[src/rtl/axis_argmax.sv]
// axis_argmax: consumes VEC_LEN float32 words per frame and emits the index of the largest one.
// Optional macro ARGMAX_VALUE_OUT_EN appends the maximum value as a second result word.
`timescale 1ns/1ps
module axis_argmax #(
    parameter int VEC_LEN = 8
) (
    input  logic        clk,
    input  logic        rst,
    input  logic [31:0] INPUT_AXIS_TDATA,
    input  logic        INPUT_AXIS_TLAST,
    input  logic        INPUT_AXIS_TVALID,
    output logic        INPUT_AXIS_TREADY,
    output logic [31:0] OUTPUT_AXIS_TDATA,
    output logic        OUTPUT_AXIS_TLAST,
    output logic        OUTPUT_AXIS_TVALID,
    input  logic        OUTPUT_AXIS_TREADY
);
    localparam int CNT_W = $clog2(VEC_LEN + 1);
    localparam logic [CNT_W-1:0] LAST_CNT = CNT_W'(VEC_LEN - 1);

`ifdef ARGMAX_VALUE_OUT_EN
    typedef enum logic [1:0] {ST_RECV, ST_SEND_IDX, ST_SEND_VAL} state_t;
`else
    typedef enum logic [1:0] {ST_RECV, ST_SEND_IDX} state_t;
`endif

    state_t           state, state_next;
    logic [CNT_W-1:0] cnt;
    logic [31:0]      best_key;
    logic [31:0]      best_idx;
`ifdef ARGMAX_VALUE_OUT_EN
    logic [31:0]      best_val;
`endif
    logic [31:0]      in_key;
    logic             in_hs;
    logic             take;
    logic             tlast_unused;

    // Framing is purely by count; the upstream TLAST is not frame-aligned.
    assign tlast_unused = INPUT_AXIS_TLAST;

    // Maps float32 onto an unsigned key whose integer order matches float order,
    // with -0 below +0 and NaNs at the extremes by sign.
    function automatic logic [31:0] order_key(input logic [31:0] x);
        return x[31] ? ~x : (x ^ 32'h8000_0000);
    endfunction

    assign in_key = order_key(INPUT_AXIS_TDATA);
    assign in_hs  = INPUT_AXIS_TVALID && INPUT_AXIS_TREADY;
    assign take   = (cnt == '0) || (in_key > best_key);

    always_ff @(posedge clk) begin
        // NOTE: sequential state uses non-blocking assignments so every register samples pre-edge values.
        if (rst) begin
            state    <= ST_RECV;
            cnt      <= '0;
            best_key <= '0;
            best_idx <= '0;
`ifdef ARGMAX_VALUE_OUT_EN
            best_val <= '0;
`endif
        end else begin
            state <= state_next;
            if (in_hs) begin
                cnt <= (cnt == LAST_CNT) ? '0 : cnt + CNT_W'(1);
                if (take) begin
                    best_key <= in_key;
                    best_idx <= 32'(cnt);
`ifdef ARGMAX_VALUE_OUT_EN
                    best_val <= INPUT_AXIS_TDATA;
`endif
                end
            end
        end
    end

    always_comb begin
        // NOTE: every signal written here gets a default first, so no branch can infer a latch.
        state_next         = state;
        INPUT_AXIS_TREADY  = 1'b0;
        OUTPUT_AXIS_TVALID = 1'b0;
        OUTPUT_AXIS_TDATA  = '0;
        OUTPUT_AXIS_TLAST  = 1'b0;
        case (state)
            ST_RECV: begin
                INPUT_AXIS_TREADY = 1'b1;
                if (INPUT_AXIS_TVALID && cnt == LAST_CNT)
                    state_next = ST_SEND_IDX;
            end
            ST_SEND_IDX: begin
                OUTPUT_AXIS_TVALID = 1'b1;
                OUTPUT_AXIS_TDATA  = best_idx;
`ifdef ARGMAX_VALUE_OUT_EN
                OUTPUT_AXIS_TLAST  = 1'b0;
                if (OUTPUT_AXIS_TREADY)
                    state_next = ST_SEND_VAL;
`else
                OUTPUT_AXIS_TLAST  = 1'b1;
                if (OUTPUT_AXIS_TREADY)
                    state_next = ST_RECV;
`endif
            end
`ifdef ARGMAX_VALUE_OUT_EN
            ST_SEND_VAL: begin
                OUTPUT_AXIS_TVALID = 1'b1;
                OUTPUT_AXIS_TDATA  = best_val;
                OUTPUT_AXIS_TLAST  = 1'b1;
                if (OUTPUT_AXIS_TREADY)
                    state_next = ST_RECV;
            end
`endif
            default: state_next = ST_RECV;
        endcase
    end
endmodule

[config.mk]
export PLATFORM = sky130hd
export DESIGN_NAME = axis_argmax
export DESIGN_NICKNAME = d
export VERILOG_FILES = /design/src/rtl/axis_argmax.sv
export SDC_FILE = /design/constraint.sdc
export NUM_CORES = 1
export LEC_CHECK = 0
export BUFFER_PORTS_ARGS = -buffer_cell sky130_fd_sc_hd__buf_4
export CAP_MARGIN = 15
export CORE_UTILIZATION = 30
export DETAILED_ROUTE_END_ITERATION = 10
export PLACE_DENSITY = 0.51
export SLEW_MARGIN = 10
export SYNTH_ARGS = -nofsm -noshare
export SYNTH_HDL_FRONTEND = slang
export SYNTH_SLANG_ARGS = --single-unit
[constraint.sdc]
create_clock -name clk -period 6.09 [get_ports clk]
set_input_delay 0.609 -clock clk [delete_from_list [all_inputs] [get_ports clk]]
set_output_delay 0.609 -clock clk [all_outputs]
set_load 0.03 [all_outputs]
==> out/summary.json <==
{
  "outcome": {
    "run_status": "finished, final reports clean"
  },
  "synth": {
    "ys_ff_latch": 41,
    "synthMostInstantiatedCell": "a21oi_1",
    "synth.cells.most_frequent": "a21oi_1 (50), dfxtp_1 (41), inv_1 (36)",
    "synthDistinctLibCells": 47,
    "synth.mux.area_fraction_pct": 0,
    "synth_fa_ha_area_share_pct": 13.5,
    "count_of_flip_flops_with_a_built_in_enable_after_synthesis": 0,
    "synthesis.area_per_instance_um2": 9.12,
    "synthesis.area_um2": 3160,
    "synth_xor_xnor_area_share_pct": 8.88,
    "largest_family_of_logic_cells_by_synthesized_area": "compound AO/OA/AOI/OAI gates",
    "sequential_cell_area_fraction_in_the_yosys_report_pct": 26.0,
    "synth.top_cells.by_area": "dfxtp_1 (26%), ha_1 (13%), a211oi_2 (12%)",
    "synth_top_flop_cell": "dfxtp_1",
    "synth_compound_gate_area_share_pct": 26.7,
    "count_of_yosys_warnings_during_synthesis": 0,
    "async_reset_ff_share_pct": 0,
    "synth_area_leader_cell": "dfxtp_1",
    "netlist.area_leader.share_pct": 26.0,
    "synthesis.instances": 346,
    "post_synth_and_or_nand_nor_area_fraction_pct": 9.20
  },
  "floorplan": {
    "fp.dieH_um": 105,
    "chip_width_um": 105,
    "row_count": 37,
    "die-area_um2": 10900,
    "io_pins": 72,
    "floorplan.initialDensity_pct": 30.7,
    "core_region_area_um2": 10300
  },
  "drt": {
    "first_iter_violations": 79,
    "vias": 2356,
    "topRoutingLayerUsed": "met4",
    "met2_wirelength_um": 2830,
    "totalWireLength_um": 6390,
    "mean_routed_wirelength_per_cell_um": 12.4,
    "post_drt_via_cell_ratio": 4.57,
    "drt_drc_violations_left": 0,
    "route.layer.met1.wl_um": 3280,
    "drtPass1Iterations": 4,
    "drt.antenna.violating_nets": 0,
    "met3_wirelength_um": 203
  },
  "cells_and_area": {
    "layout.filler_cells": 1096,
    "finalNonFillerCells": 515,
    "final_layout_size_suffix_gt1_share_pct": 23.7,
    "area_of_all_placed_cells_without_fillers_um2": 3520,
    "multi_input_gate_area_um2": 1950,
    "areaGrowthSynthToFinish_pct": 11.4,
    "num-nets-final": 449,
    "layout.area.seq_um2": 821,
    "n_antenna_cell": 0
  },
  "worst_hold_path": {
    "worstHoldPathType": "flop to flop"
  },
  "sta": {
    "setup_viol": 0,
    "setup_ws_ns": 2.65,
    "setup_total_negative_slack_ns": 0,
    "timing.fmax_ghz": 0.291,
    "fin_crit_ns": 3.44,
    "final-max-slew-violation-count": 0,
    "finalClockSkew_ns": 0.00546,
    "finalHoldViolCount": 0,
    "fin_crit_sh_pct": 56.5,
    "worstMarginPinSlew_ns": 0.828,
    "relSlewSlack_pct": 44.8,
    "grt_setup_unrepaired": "false"
  },
  "grt": {
    "globalRouteOverflowTotal": 0,
    "antenna_found_initial": 0,
    "maximum_number_of_pins_on_one_net_before_global_route_repair": 42,
    "grt_first_pass_wirelength_um": 10700,
    "first_global_vias": 2231,
    "grt_use_total_pct": 12.1
  },
  "cts": {
    "ctsHoldBuffers": 0,
    "clock_sink_count": 41,
    "cts-buffers-inserted": 5,
    "post_cts_buffers": 0,
    "cts_htree_levels": 2,
    "clk_transition_reported_paths_ns": 0.08,
    "cts_root_buf": "clkbuf_8",
    "cts_tree": "done",
    "post_cts.resized_instances": 0,
    "ctsLongestPathBuffers": 2,
    "clock_insertion_delay_worst_skew_ns": 0.29
  },
  "worst_setup_path": {
    "start_kind": "input pin",
    "worst-endpoint-required_ns": 6.29,
    "worstSetupPathType": "input pin to flop",
    "worst-path-max-fanout": 32,
    "timing.critical_path.cells": "buf_4, xor2_1, ha_1, a21oi_1, o21ai_0, a22o_1, o31ai_4, buf_4, nand2_1, a211oi_1",
    "path_buf_inv": 2,
    "worst_path_dominant_cell_family": "compound AO/OA/AOI/OAI gates",
    "arrival_time_of_data_at_the_critical_path_endpoint_ns": 3.64,
    "crit_slowest_cell": "o31ai_4",
    "worst_setup_path_end_kind": "flop",
    "cp_common_cell": "buf_4",
    "timing.critical_path.slowest_cell_delay_ns": 0.75
  },
  "power_and_ir_drop": {
    "power.static_leakage_nw": 1.47,
    "cellPowerDensity_nw_per_um2": 209,
    "vdd.ir_drop.worst_mv": 0.0835
  },
  "place": {
    "place_inst": 506,
    "globalplace.congestion": 0.741,
    "io_buffers": 42,
    "place_worst_setup_slack_ns": 2.13,
    "hpwl_um": 4440,
    "placement.cell_area_um2": 3410
  },
  "flow_run": {
    "maxCapViolCount": 0
  }
}
-- worst paths after layout --
check | start | to | slack [ns] | depth (start not counted)
worst min-delay path | best_idx[1] | best_idx[1] | 0.47 | 2
worst max register to register | best_key[19] | best_key[0] | 3.28 | 9
worst max-delay path | INPUT_AXIS_TDATA[31] | best_key[0] | 2.65 | 10
worst min register to register | best_idx[1] | best_idx[1] | 0.47 | 2
-- routing by layer --
| layer | up-vias | global-route usage (%) |
|---|---|---|
| li1 | 1217 | - |
| met1 | 1089 | 16.2 |
| met2 | 44 | 19.7 |
| met3 | 6 | 2.25 |
| met4 | 0 | 3.62 |
| met5 | - | 0 |
-- state kept, by name, summed over array words and instances, names as in the netlist --
| name | cells |
|---|---|
| state | 1 |
| best_key | 32 |
| cnt | 4 |
| best_idx | 4 |
-- cell usage in the layout, fill, tap and decap left out, types with 7 or more instances in the layout --
cell,Yosys,routed
a211oi_2,30,30
xor2_1,31,31
ha_1,34,34
nand2_1,11,11
inv_1,36,36
dfxtp_1,41,41
nand3_1,7,7
nor2_1,8,8
a21oi_1,50,50
o21ai_0,7,7
conb_1,1,28
buf_4,32,44
-- power by group --
group          internal, mW  leakage, nW  total, mW  switching [mW]
clock network        0.0816       0.0395      0.175          0.0935
logic                 0.101         1.09      0.261           0.160
registers             0.292        0.339      0.299         0.00669
-- cell families (layout without fill, tap and decap cells) --
kind of cell	count (synthesis)	count (layout)
other	1	28
adder cells (fa/ha/maj)	34	34
AND/OR/NAND/NOR	50	50
buffers and inverters	83	89
flip-flops	41	41
XOR/XNOR	32	32
AO/OA/AOI/OAI	105	105
-- stage by stage --
| stage | power (mW) | util, % | hold WS [ns] |
|---|---|---|---|
| after floorplan | 0.522 | - | 0.437 |
| after global placement | 0.558 | 33.2 | 0.455 |
| after detailed placement | 0.563 | 33.2 | 0.456 |
| after CTS | 0.741 | 34.0 | 0.467 |
| after global routing | 0.790 | 34.2 | 0.489 |
| final | 0.735 | 34.2 | 0.466 |
-- final cells by class --
cell class | instances | area share, %
multi-input cells | 249 | 55.5
well taps | 136 | 4.84
inverters | 36 | 3.84
repair buffers | 45 | 10.2
clock buffers | 8 | 2.28
flip-flops and latches | 41 | 23.3
-- worst register-to-register path, cell delays in order (launching register included) --
cell and delay (ns):
dfxtp_1 0.31, inv_1 0.05, ha_1 0.32, a21oi_1 0.13, o21ai_0 0.14, a22o_1 0.31, o31ai_4 0.75, buf_4 0.38
nand2_1 0.08, a211oi_1 0.24
Power figures use the tool's default switching activity.
